===== config.mk =====
export PLATFORM = sky130hd
export DESIGN_NAME = note_slot_demux_flat
export DESIGN_NICKNAME = d
export VERILOG_FILES = /design/src/rtl/note_mux_pkg.sv /design/src/rtl/note_slot_demux_if.sv /design/src/rtl/note_slot_tracker.sv /design/src/rtl/note_slot_demux.sv /design/src/flat_wrapper.sv
export SDC_FILE = /design/constraint.sdc
export NUM_CORES = 1
export LEC_CHECK = 0
export ABC_CLOCK_PERIOD_IN_PS = 2200
export CAP_MARGIN = 20
export CORE_ASPECT_RATIO = 0.8
export CORE_MARGIN = 2
export CORE_UTILIZATION = 50
export DETAILED_ROUTE_END_ITERATION = 7
export PLACE_DENSITY = 0.75
export REMOVE_ABC_BUFFERS = 1
export SYNTH_ARGS = -nofsm -noshare
export SYNTH_HDL_FRONTEND = slang
export SYNTH_SLANG_ARGS = --single-unit

===== constraint.sdc =====
create_clock -name clk_in -period 2.2 [get_ports clk_in]
set_input_delay 0.55 -clock clk_in [delete_from_list [all_inputs] [get_ports clk_in]]
set_output_delay 0.55 -clock clk_in [all_outputs]
set_load 0.05 [all_outputs]

===== src/rtl/note_mux_pkg.sv =====
// note_mux_pkg -- shared definitions for the note slot multiplexer and the
// note slot demultiplexer.
//   NSLOTS_DEF : default number of time-division slots per frame
//   NOTE_W_DEF : default width of one note x-coordinate word
//   SLOT_W_DEF : default width of the multiplexer slot counter
//   FCNT_W     : width of the committed-frame counter
//   slot_state_t : frame assembly states (IDLE, FILL)
package note_mux_pkg;

   localparam int NSLOTS_DEF = 32;
   localparam int NOTE_W_DEF = 10;
   localparam int SLOT_W_DEF = 6;
   localparam int FCNT_W     = 16;

   typedef enum logic {
      IDLE = 1'b0,
      FILL = 1'b1
   } slot_state_t;

endpackage


===== src/rtl/note_slot_demux_if.sv =====
// note_slot_demux_if -- bus between the note source and the slot demux.
//   in_valid    : qualifies x_in / slot_in this cycle
//   x_in        : serial note word from the slot multiplexer
//   slot_in     : multiplexer counter, names the slot AFTER the one carried
//   notes_out   : committed frame, slot k at [k*NOTE_W +: NOTE_W]
//   frame_valid : one-cycle pulse when notes_out updates
//   frame_count : committed-frame count, wraps 65535 -> 0
//   sync_err    : one-cycle pulse on a sequence violation
// Modports: master drives the stream and observes results; slave is the demux.
interface note_slot_demux_if
   import note_mux_pkg::*;
#(
   parameter int NSLOTS = NSLOTS_DEF,
   parameter int NOTE_W = NOTE_W_DEF,
   parameter int SLOT_W = SLOT_W_DEF
);

   logic                     in_valid;
   logic [NOTE_W-1:0]        x_in;
   logic [SLOT_W-1:0]        slot_in;
   logic [NSLOTS*NOTE_W-1:0] notes_out;
   logic                     frame_valid;
   logic [FCNT_W-1:0]        frame_count;
   logic                     sync_err;

   modport master (
      output in_valid, x_in, slot_in,
      input  notes_out, frame_valid, frame_count, sync_err
   );

   modport slave (
      input  in_valid, x_in, slot_in,
      output notes_out, frame_valid, frame_count, sync_err
   );

endinterface


===== src/rtl/note_slot_tracker.sv =====
// note_slot_tracker -- frame sequencing FSM for note_slot_demux.
// Decodes the slot a word belongs to, tracks the expected next slot and
// decides per valid word whether it is written to the shadow frame and
// whether it completes (commits) the frame.
//   clk_in, rst : clock, synchronous active-high reset
//   in_valid    : word qualifier
//   slot_in     : multiplexer counter (names the next slot)
//   idx         : decoded slot of the current word
//   wr_en       : write current word into shadow[idx]
//   commit      : current word completes the frame
//   sync_err    : registered one-cycle sequence-violation pulse
// Optional feature: define NOTE_SLOT_DEMUX_SEQ_CHECK_EN for strict sequence
// checking; otherwise gaps are tolerated and sync_err is tied low.
module note_slot_tracker
   import note_mux_pkg::*;
#(
   parameter int NSLOTS = NSLOTS_DEF,
   parameter int SLOT_W = SLOT_W_DEF
) (
   input  logic              clk_in,
   input  logic              rst,
   input  logic              in_valid,
   input  logic [SLOT_W-1:0] slot_in,
   output logic [SLOT_W-1:0] idx,
   output logic              wr_en,
   output logic              commit,
   output logic              sync_err
);

   localparam logic [SLOT_W-1:0] LAST = SLOT_W'(NSLOTS - 1);
   localparam logic [SLOT_W-1:0] ONE  = SLOT_W'(1);

   slot_state_t       state_q, state_d;
   logic [SLOT_W-1:0] exp_q, exp_d;
   logic              in_range;

   // The counter has already advanced past the word it carries.
   assign in_range = int'(slot_in) < NSLOTS;
   assign idx      = (slot_in == '0) ? LAST : slot_in - ONE;

   always_ff @(posedge clk_in) begin
      if (rst) begin
         state_q <= IDLE;
         exp_q   <= '0;
      end else begin
         state_q <= state_d;
         exp_q   <= exp_d;
      end
   end

`ifdef NOTE_SLOT_DEMUX_SEQ_CHECK_EN
   logic err_d, err_q;

   always_ff @(posedge clk_in) begin
      if (rst) err_q <= 1'b0;
      else     err_q <= err_d;
   end

   assign sync_err = err_q;
`else
   assign sync_err = 1'b0;
`endif

   always_comb begin
      state_d = state_q;
      exp_d   = exp_q;
      wr_en   = 1'b0;
      commit  = 1'b0;
`ifdef NOTE_SLOT_DEMUX_SEQ_CHECK_EN
      err_d   = 1'b0;
`endif
      if (in_valid) begin
         case (state_q)
            IDLE: begin
               if (in_range && idx == '0) begin
                  wr_en   = 1'b1;
                  exp_d   = ONE;
                  state_d = FILL;
               end
            end
            FILL: begin
`ifdef NOTE_SLOT_DEMUX_SEQ_CHECK_EN
               if (in_range && idx == exp_q) begin
                  wr_en  = 1'b1;
                  commit = (idx == LAST);
                  exp_d  = (idx == LAST) ? '0 : idx + ONE;
               end else begin
                  // Partial frame is dropped; a slot-0 word restarts at once.
                  err_d = 1'b1;
                  if (in_range && idx == '0) begin
                     wr_en = 1'b1;
                     exp_d = ONE;
                  end else begin
                     exp_d   = '0;
                     state_d = IDLE;
                  end
               end
`else
               if (in_range) begin
                  wr_en  = 1'b1;
                  commit = (idx == LAST);
                  exp_d  = (idx == LAST) ? '0 : idx + ONE;
               end
`endif
            end
            default: state_d = IDLE;
         endcase
      end
   end

endmodule


===== src/rtl/note_slot_demux.sv =====
// note_slot_demux -- rebuilds a parallel note frame from the time-division
// slot stream. Words are collected in a shadow frame; when the last slot
// arrives the whole frame (with that last word) is committed to notes_out on
// the next edge.
//   clk_in : clock, all logic on posedge
//   rst    : synchronous active-high reset, clears frame, counters and FSM
//   bus    : note_slot_demux_if.slave (stream in, frame/status out)
// Optional feature: define NOTE_SLOT_DEMUX_SEQ_CHECK_EN for strict slot
// sequence checking with sync_err reporting.
module note_slot_demux
   import note_mux_pkg::*;
#(
   parameter int NSLOTS = NSLOTS_DEF,
   parameter int NOTE_W = NOTE_W_DEF,
   parameter int SLOT_W = SLOT_W_DEF
) (
   input logic              clk_in,
   input logic              rst,
   note_slot_demux_if.slave bus
);

   logic [SLOT_W-1:0]        idx;
   logic                     wr_en;
   logic                     commit;

   logic [NSLOTS*NOTE_W-1:0] shadow_p0;
   logic [NSLOTS*NOTE_W-1:0] notes_p1;
   logic                     vld_p1;
   logic [FCNT_W-1:0]        cnt_p1;

   note_slot_tracker #(
      .NSLOTS (NSLOTS),
      .SLOT_W (SLOT_W)
   ) u_tracker (
      .clk_in   (clk_in),
      .rst      (rst),
      .in_valid (bus.in_valid),
      .slot_in  (bus.slot_in),
      .idx      (idx),
      .wr_en    (wr_en),
      .commit   (commit),
      .sync_err (bus.sync_err)
   );

   // Stage p0 -> p1: shadow write and frame commit
   always_ff @(posedge clk_in) begin
      if (rst) begin
         shadow_p0 <= '0;
         notes_p1  <= '0;
         vld_p1    <= 1'b0;
         cnt_p1    <= '0;
      end else begin
         vld_p1 <= commit;
         for (int k = 0; k < NSLOTS; k++) begin
            if (wr_en && idx == SLOT_W'(k)) shadow_p0[k*NOTE_W +: NOTE_W] <= bus.x_in;
         end
         if (commit) begin
            // The last word is not in the shadow yet, so take it straight in.
            notes_p1 <= {bus.x_in, shadow_p0[(NSLOTS-1)*NOTE_W-1:0]};
            cnt_p1   <= cnt_p1 + FCNT_W'(1);
         end
      end
   end

   assign bus.notes_out   = notes_p1;
   assign bus.frame_valid = vld_p1;
   assign bus.frame_count = cnt_p1;

endmodule


===== src/flat_wrapper.sv =====
// flat-port wrapper written by rule: the top's interface ports become plain ports
module note_slot_demux_flat import note_mux_pkg::*;
#(
   parameter int NSLOTS = NSLOTS_DEF,
   parameter int NOTE_W = NOTE_W_DEF,
   parameter int SLOT_W = SLOT_W_DEF
)
  (clk_in, rst, bus_in_valid, bus_x_in, bus_slot_in, bus_notes_out, bus_frame_valid, bus_frame_count, bus_sync_err);
  note_slot_demux_if #(.NSLOTS(NSLOTS), .NOTE_W(NOTE_W), .SLOT_W(SLOT_W)) bus_i ();
  input logic clk_in;
  input logic rst;
  input wire logic [$bits(bus_i.in_valid)-1:0] bus_in_valid;
  input wire logic [$bits(bus_i.x_in)-1:0] bus_x_in;
  input wire logic [$bits(bus_i.slot_in)-1:0] bus_slot_in;
  output wire logic [$bits(bus_i.notes_out)-1:0] bus_notes_out;
  output wire logic [$bits(bus_i.frame_valid)-1:0] bus_frame_valid;
  output wire logic [$bits(bus_i.frame_count)-1:0] bus_frame_count;
  output wire logic [$bits(bus_i.sync_err)-1:0] bus_sync_err;
  assign bus_i.in_valid = bus_in_valid;
  assign bus_i.x_in = bus_x_in;
  assign bus_i.slot_in = bus_slot_in;
  assign bus_notes_out = bus_i.notes_out;
  assign bus_frame_valid = bus_i.frame_valid;
  assign bus_frame_count = bus_i.frame_count;
  assign bus_sync_err = bus_i.sync_err;
  note_slot_demux #(.NSLOTS(NSLOTS), .NOTE_W(NOTE_W), .SLOT_W(SLOT_W)) u_core (.clk_in(clk_in), .rst(rst), .bus(bus_i));
endmodule

==> results.ini <==
[power]
p_sw_w=0.00478
p_comb_share_pct=2.4
vdd_ir_drop_max_mv=0.640
clkPwrFrac_pct=46.2
leakage_nw=12.9
p_sw_share_pct=20.9
finalPower_w=0.0228
intPower_w=0.0181
powerDensity_nw_per_um2=768
p_seq_share_pct=51.3

[yosys]
yosys_warnings=0
syn_inst=2577
synth-adder-area-share_pct=0.0546
synth_edf_count=0
synth_top_family_by_area=simple AND/OR/NAND/NOR gates
synth-compound-area-share_pct=7.72
yosysUniqueCellTypes=37
async_reset_ff_share_pct=0
yosys.area.top_type=dfxtp_1
synth.cell_area_um2=22900
synth.area.top_cells=dfxtp_1 57%, mux2i_1 13%, nand2_1 11%
avgSynthCellArea_um2=8.89
ys_dominant_reg_cell=dfxtp_1
ys_ff_latch=648
synthSimpleGateAreaFrac_pct=18.2
synth_top_area_share_pct=56.6
synthXorXnorAreaFrac_pct=0.191
ys_seq_area_share_pct=56.6
muxShareOfSynthArea_pct=13.1

[global_routing]
grt_pass1_wl_um=101000
grt_pass1_vias=18700
grt_start_max_net_pins=95
grt_usage_pct=26.4
antenna_found_initial=1
grt-ovfl-total=0

[clocking]
tritoncts=done
cts_root_buf=clkbuf_16
cts_buffers=58
path_clk_slew_ns=0.06
insertion_delay_ns=0.62
cts_setup_buffers=0
htree_levels=2
clockBufferDepth=3
cts_sinks=648

[sta]
skew_ns=0.0176
setup_violations=0
hold-worst-slack_ns=0.326
fin_crit_ns=2.14
finalHoldViolCount=0
finalCritPeriodShare_pct=97.2
tightest_slew_ns=0.591
slew_viol_final=0
timing.slew.headroom_pct=60.6
fmax_mhz=467
grt_setup_unrepaired=false

[die]
start_util_pct=50.4
die_h_um=195
rows=70
ios=357
die_w_um=243
die-area_um2=47600
coreArea_um2=45500

[cells_and_area]
drive_above_1_share_pct=9.68
fin_nets=2949
multiInputGateArea_um2=9100
ff_latch_area_um2=13000
area_delta_synth_final_pct=29.8
fillers=3715

[routing]
drt-pass1-iter-count=5
drt_iter0_markers=1334
ant_nets=0
drt_wl_total_um=64400
vias_per_cell=5.29
wire_per_inst_um=18.0
vias=19000
drc=0

[place]
portBuffers=355
dpl.hpwl_um=41800
gp_routability_congestion=0.824

[run]
drv_cap=0

[min_path]
hold_path.class=input port to flop
min-delay-start=rst

[setup_path]
critPathCaptureType=output port
cpMaxStageDelayCell=dlygate4sd2_1
worstPathArrival_ns=1.59
critPathLaunchType=flop
path_cells=dlygate4sd2_1
startpoint=u_core.bus.frame_count[13]
crit_buf_inv=1
slowest_delay_ns=0.56
worstSetupPathType=flop to output port
crit_required_ns=1.65
worstReg2RegStart=u_core.bus.frame_count[6]
critPathTopFamily=buffers and inverters
crit_fanout=4

[outcome]
outcome=complete, no violations

## power by group through the flow
stage	sequential, W	clock, W	combinational [W]
CTS	0.0117	0.0107	0.000552
floorplan	0.0120	0	0.0000469
global route	0.0117	0.0111	0.000590
detailed placement	0.0120	0	0.000551
finish	0.0117	0.0106	0.000559
global placement	0.0120	0	0.000542
## flip-flops by register name, indices dropped and copies added, names as in the netlist
name,flops
u_core.bus.notes_out,320
u_core.shadow_p0,310
u_core.bus.frame_count,16
u_core.bus.frame_valid,1
u_core.u_tracker.state_q,1
## cell usage in the layout (no fill, tap or decap), types with 4 or more instances in the layout
cell	count
mux2i_1	300
or3_1	5
clkbuf_16	61
clkinv_2	5
dfxtp_1	648
nor2b_1	4
clkbuf_8	13
clkbuf_1	18
bufinv_16	6
nand3_1	15
o21ai_0	7
nor3_2	14
buf_2	10
a21oi_1	342
nand2b_1	4
nand4_1	7
nor2_1	309
inv_1	4
xor2_1	4
dlygate4sd2_1	325
buf_12	56
nand2_1	668
clkdlybuf4s50_1	7
buf_4	102
## Yosys cell counts, drive strengths merged, types with 7 or more instances
library cell,number
nand2,669
dfxtp,648
a21oi,342
nor2,309
mux2i,300
clkbuf,117
buf,95
nand3,15
nor3,15
nand4,8
or3,8
o21ai,7
## metal layers
metal  wire length [µm]  track usage, %  vias up
met5                  0               0        -
li1                   -               -     9098
met1              29100            36.0     9139
met4               1500            8.43        0
met3               3990            4.25      111
met2              29800            42.9      614
## cell families after synthesis
group                    count (synthesis)
adder cells (fa/ha/maj)                  1
XOR/XNOR                                 5
multiplexers                           300
flip-flops                             648
other                                    1
AO/OA/AOI/OAI                          352
buffers and inverters                  216
AND/OR/NAND/NOR                       1054
## stage by stage
step                instances  setup TNS [ns]  setup WS (ns)  area (µm²)  utilization [%]
floorplan                2365        -1489.27          -4.53       22000                -
global placement         3481          -77.25         -0.205       28200             61.9
detailed placement       3481         -104.80         -0.261       28200             61.9
CTS                      3586               0        0.00344       29700             65.4
global route             3587               0       0.000726       29700             65.4
finish                   3587               0         0.0609       29700             65.4
## worst paths after layout
check / to / slack, ns / depth (start not counted)
max: bus_frame_count[13] / 0.06 / 1
min: u_core.shadow_p0[28] / 0.33 / 2
max reg2reg: u_core.bus.frame_count[15] / 0.16 / 4
min reg2reg: u_core.bus.notes_out[138] / 0.45 / 2
## layout make-up
| cell class | count | share of cell area (%) |
|---|---|---|
| sequential | 648 | 43.6 |
| antenna | 1 | 0.00841 |
| tap | 612 | 2.57 |
| timing repair buffer | 504 | 16.5 |
| inverter | 4 | 0.0505 |
| clock buffer | 92 | 5.96 |
| clock inverter | 13 | 0.745 |
| multi-input combinational | 1713 | 30.6 |
## what timing repair did
action,4_1_cts,5_1_grt
gates resized for setup,331,2
hold endpoints to repair,0,0
setup endpoints to repair,328,2
hold buffers,0,0
(Power assumes the default switching activity.)
